$ cat src/rtl/otp_decryptor.sv
// rtl/otp_decryptor.sv - one-time-pad decryptor with consume-on-use pad store (optional OTP_ZEROIZE_EN)
module otp_decryptor #(
  parameter int DATA_W = 8,
  parameter int IDX_W  = 3,
  parameter int CNT_W  = 8
) (
  input  logic                  clk,
  input  logic                  rst,
  input  logic                  en,
  input  logic                  pad_we,
  input  logic [IDX_W-1:0]      pad_idx,
  input  logic [DATA_W-1:0]     pad_data,
  input  logic                  ct_valid,
  output logic                  ct_ready,
  input  logic [DATA_W-1:0]     ct_data,
  input  logic [IDX_W-1:0]      ct_idx,
  output logic                  pt_valid,
  input  logic                  pt_ready,
  output logic [DATA_W-1:0]     pt_data,
  output logic [IDX_W-1:0]      pt_idx,
  output logic                  pt_err,
  output logic                  err_pulse,
  output logic [CNT_W-1:0]      err_count,
  output logic [(1<<IDX_W)-1:0] pad_avail
);

  localparam int DEPTH = 1 << IDX_W;
  localparam logic [CNT_W-1:0] CNT_ONE = {{(CNT_W-1){1'b0}}, 1'b1};

  typedef enum logic {S_EMPTY, S_FULL} state_t;

  state_t              state_q, state_d;
  logic [DATA_W-1:0]   mem_q [DEPTH];
  logic [DATA_W-1:0]   mem_d [DEPTH];
  logic [DEPTH-1:0]    avail_q, avail_d;
  logic [DATA_W-1:0]   pt_data_q, pt_data_d;
  logic [IDX_W-1:0]    pt_idx_q, pt_idx_d;
  logic                pt_err_q, pt_err_d;
  logic                err_pulse_q, err_pulse_d;
  logic [CNT_W-1:0]    err_count_q, err_count_d;

  logic accept;
  logic pad_wr;
  logic hit;
  logic miss_err;
  logic ovw_err;
  logic any_err;

  // Handshake and error classification; a same-cycle consume of the written
  // entry makes the write a legal refill rather than an overwrite.
  assign ct_ready = en & (~pt_valid | pt_ready);
  assign accept   = ct_valid & ct_ready;
  assign pad_wr   = pad_we & en;
  assign hit      = avail_q[ct_idx];
  assign miss_err = accept & ~hit;
  assign ovw_err  = pad_wr & avail_q[pad_idx] & ~(accept & (ct_idx == pad_idx));
  assign any_err  = miss_err | ovw_err;

  // Output-beat state register
  always_ff @(posedge clk or posedge rst) begin
    if (rst) begin
      state_q <= S_EMPTY;
    end else begin
      state_q <= state_d;
    end
  end

  // Output-beat next state: a new accept always (re)fills, a drain alone empties
  always_comb begin
    state_d = state_q;
    case (state_q)
      S_EMPTY: if (accept) state_d = S_FULL;
      S_FULL: begin
        if (accept)        state_d = S_FULL;
        else if (pt_ready) state_d = S_EMPTY;
      end
      default: state_d = S_EMPTY;
    endcase
  end

  // Output-beat state decode
  always_comb begin
    pt_valid = (state_q == S_FULL);
  end

  // Pad store update: consume first, then a write to the same index wins
  always_comb begin
    mem_d   = mem_q;
    avail_d = avail_q;
    if (accept) begin
      avail_d[ct_idx] = 1'b0;
`ifdef OTP_ZEROIZE_EN
      if (hit) mem_d[ct_idx] = '0;
`endif
    end
    if (pad_wr) begin
      mem_d[pad_idx]   = pad_data;
      avail_d[pad_idx] = 1'b1;
    end
  end

  // Output payload and error bookkeeping; payload holds unless a beat is accepted
  always_comb begin
    pt_data_d   = pt_data_q;
    pt_idx_d    = pt_idx_q;
    pt_err_d    = pt_err_q;
    if (accept) begin
      pt_data_d = hit ? (ct_data ^ mem_q[ct_idx]) : '0;
      pt_idx_d  = ct_idx;
      pt_err_d  = ~hit;
    end
    err_pulse_d = any_err;
    err_count_d = err_count_q;
    if (any_err && (err_count_q != {CNT_W{1'b1}})) err_count_d = err_count_q + CNT_ONE;
  end

  // Datapath and pad store registers
  always_ff @(posedge clk or posedge rst) begin
    if (rst) begin
      for (int i = 0; i < DEPTH; i++) mem_q[i] <= '0;
      avail_q     <= '0;
      pt_data_q   <= '0;
      pt_idx_q    <= '0;
      pt_err_q    <= 1'b0;
      err_pulse_q <= 1'b0;
      err_count_q <= '0;
    end else begin
      for (int i = 0; i < DEPTH; i++) mem_q[i] <= mem_d[i];
      avail_q     <= avail_d;
      pt_data_q   <= pt_data_d;
      pt_idx_q    <= pt_idx_d;
      pt_err_q    <= pt_err_d;
      err_pulse_q <= err_pulse_d;
      err_count_q <= err_count_d;
    end
  end

  assign pt_data   = pt_data_q;
  assign pt_idx    = pt_idx_q;
  assign pt_err    = pt_err_q;
  assign err_pulse = err_pulse_q;
  assign err_count = err_count_q;
  assign pad_avail = avail_q;

endmodule
$ cat config.mk
export PLATFORM = sky130hd
export DESIGN_NAME = otp_decryptor
export DESIGN_NICKNAME = d
export VERILOG_FILES = /design/src/rtl/otp_decryptor.sv
export SDC_FILE = /design/constraint.sdc
export NUM_CORES = 1
export LEC_CHECK = 0
export ABC_AREA = 1
export BUFFER_PORTS_ARGS = -buffer_cell sky130_fd_sc_hd__buf_2
export CAP_MARGIN = 20
export CORE_MARGIN = 10
export CORE_UTILIZATION = 52
export DETAILED_ROUTE_END_ITERATION = 7
export PLACE_DENSITY_LB_ADDON = 0.08
export SKIP_CTS_REPAIR_TIMING = 1
export SYNTH_ARGS = -nofsm -noshare
export SYNTH_HDL_FRONTEND = slang
export SYNTH_SLANG_ARGS = --single-unit
$ cat constraint.sdc
create_clock -name clk -period 3 [get_ports clk]
set_input_delay 0.6 -clock clk [delete_from_list [all_inputs] [get_ports clk]]
set_output_delay 0.6 -clock clk [all_outputs]
set_load 0.01 [all_outputs]
==> metrics.md <==
| Metric | Value |
|---|---|
| CP Launch Point | `ct_idx[0]` |
| Hold Vio Cnt, Final | `0` |
| Min-delay worst type | `primary input to asynchronous set/reset pin` |
| Top-area cell type share of the netlist area | `0.5285` |
| Num ports | `59` |
| Remaining DRCs | `0` |
| FP Rows | `33` |
| Ant diodes | `0` |
| Core Area | `8258 µm²` |
| DRT Wirelength | `11610 µm` |
| First-pass GRT wire length | `19050 µm` |
| CP Buf/Inv Count | `2` |
| RSZ-0062 raised after global routing | `false` |
| CTS Buf Count | `9` |
| H-Tree Level Count | `3` |
| Max_cap viols | `0` |
| Final Max Slew Viols | `0` |
| Worst Skew | `0.01206 ns` |
| Post-synth top area cell | `dfrtp_1` |
| GRT overflow | `0` |
| Starting Density | `0.5389` |
| Leakage power total | `2.636 nW` |
| Port bufs | `58` |
| Crit path max fanout | `27` |
| VDD IR max | `0.0003701 V` |
| Synth top cells by count | `nand2_1 (175), o21ai_0 (96), dfrtp_1 (94), nor2_1 (48), inv_1 (35)` |
| CTS tree | `built` |
| Sink Count | `94` |
| Tightest Pin Transition | `0.6800 ns` |
| Worst path max stage delay | `0.33 ns` |
| Max transition margin | `0.5456` |
| Final Util | `0.6142` |
| Clock Path Buffers | `2` |
| Vias | `3764` |
| GRT Total Usage | `0.1841` |
| Peak Freq | `0.5376 GHz` |
| Reg-to-reg critical path endpoint | `pad_avail[1]` |
| Post-DP HPWL | `7944 µm` |
| Final Critical Period | `1.860 ns` |
| #FFs+latches synth | `94` |
| Worst path arrival time | `2.12 ns` |
| Critical path class | `primary input to flop` |
| Post-synth ARST share | `1.000` |
| Die Y | `112.5 µm` |
| Synth top area cells | `dfrtp_1 (53%), nand2_1 (15%), o21ai_0 (11%)` |
| Initial drt markers | `288` |
| Worst R2R Path Depth | `6` |
| Share of cells above drive strength 1 | `0.1724` |
| Crit. End Element | `flop` |
| Final setup viols | `0` |
| Initial antenna violation count | `0` |
| NumNets Final | `635` |
| Post-Synthesis Cells | `550` |
| Synthesized net count | `579` |
| Drt wl/cell | `16.26 µm` |
| Clk root buf | `clkbuf_8` |
| DIE AREA | `12660 µm²` |
| Drt pass-1 iters | `5` |
| Distinct cells, synth | `27` |
| Clock transition at path regs | `0.10 ns` |
| Layout overhead on the synthesized area | `13.97%` |
| CP Data Required Time | `3.26 ns` |
| Most frequent cell after synthesis | `nand2_1` |
| Setup TNS | `0 ns` |
| Number of global-route vias before repair | `3569` |
| Pwr Density | `667.3 nW/µm²` |
| Number of routed nets with antenna violations | `0` |
| Crit share post-route | `0.6200` |
| Sequential fraction of the synthesis area | `0.5285` |
| GPL Wtd Cong | `0.8952` |
| Cell Area, Synth | `4451 µm²` |
| EDFF count, synth | `0` |
| Reg2Reg Setup Slack | `1.24 ns` |
| CP cell instances | `buf_2 -> buf_4 -> nand2_1 -> nand3_2 -> nand2_2 -> nor2_4 -> nand2_4 -> o21ai_4 -> nand2_8 -> nand2_1 -> nand2_1` |
| Dominant synthesized flop cell | `dfrtp_1` |
| Startpoint Class | `primary input` |
| Top delay family on crit path | `simple AND/OR/NAND/NOR gates` |
| CP Depth | `11` |
| Die X | `112.5 µm` |
| CP endpoint | `err_count[4]` |
| Mapped Avg Cell Area | `8.092 µm²` |
| Status | `finished clean` |
| Reg2reg start | `pt_valid` |
| Slowest CP cell | `buf_4` |
| Most frequent cell on the critical path | `nand2_1` |
| Yosys warning count | `0` |
| Vias per inst | `5.272` |
| Worst skew pair latency | `0.36 ns` |
| Largest net degree at the start of global routing | `95` |
## placed cells by master, fill, tap and decap left out, types with 4 or more instances in the layout
cell type    n
clkbuf_8     9
o21ai_0     96
buf_2       58
o211ai_1    14
or2_2       14
nand2_1    175
o21ai_1      8
dfrtp_1     94
nand3_1     20
inv_1       34
nor2_1      48
xnor2_1      4
## worst min-delay path, stage by stage
cell and delay (ns):
buf_2 0.11, clkinvlp_4 0.07, buf_12 0.37
## area by class of cell
class / instances / area, µm²
Timing Repair Buffer: 62 / 332.8
Inverter: 38 / 146.4
Multi-Input combinational cell: 401 / 1884
Sequential cell: 94 / 2352
Tap cell: 105 / 131.4
Clock inverter: 4 / 97.59
Clock buffer: 10 / 127.6
Fill cell: 753 / 3186
## per-layer routing
layer | GRT usage | wire length [µm] | vias to the layer above
li1 | - | - | 1885
met1 | 0.2659 | 5613 | 1735
met2 | 0.2681 | 5040 | 126
met3 | 0.04260 | 759 | 18
met4 | 0.05415 | 200 | 0
met5 | 0 | 0 | -
## power breakdown
group	internal, mW	switching, mW	leakage, nW
Sequential	1.53	0.175	1.19
Clock	0.545	0.433	0.108
Combinational	0.281	0.422	1.33
Total	2.36	1.03	2.64
## stage by stage
step | instances | hold WS [ns] | cell area, µm² | setup slack (ns) | total power [mW]
after detailed placement | 700 | 0.4638 | 4847 | 0.7924 | 2.437
after CTS | 714 | 0.3927 | 5072 | 1.159 | 3.404
after global routing | 714 | 0.4182 | 5072 | 0.9948 | 3.592
final | 714 | 0.3394 | 5072 | 1.140 | 3.385
after floorplan | 550 | 0.4451 | 4454 | 1.294 | 2.158
after global placement | 700 | 0.4586 | 4847 | 0.8426 | 2.408
## kinds of logic (layout without fill, tap and decap cells)
| logic type | count (synthesis) | after routing | synth area share |
|---|---|---|---|
| compound gates | 119 | 119 | 0.1442 |
| fa+ha+maj | 1 | 1 | 0.002811 |
| buf+inv | 55 | 114 | 0.04808 |
| flops | 94 | 94 | 0.5285 |
| simple gates | 274 | 274 | 0.2626 |
| xor+xnor | 7 | 7 | 0.01378 |
## worst min path at each step
stage / to / slack (ns)
after global routing: pt_data[7] / 0.42
after floorplan: mem_q[24] / 0.45
after detailed placement: pt_data[6] / 0.46
after global placement: mem_q[60] / 0.46
final: pt_data[7] / 0.34
after CTS: pt_idx[0] / 0.39
## flip-flops by register name, indices dropped and copies added, names as in the netlist
register,flops
mem_q,64
err_count,8
pad_avail,8
pt_data,8
pt_idx,3
err_pulse,1
pt_err,1
pt_valid,1
No activity file was read; power rests on OpenSTA's default activity.
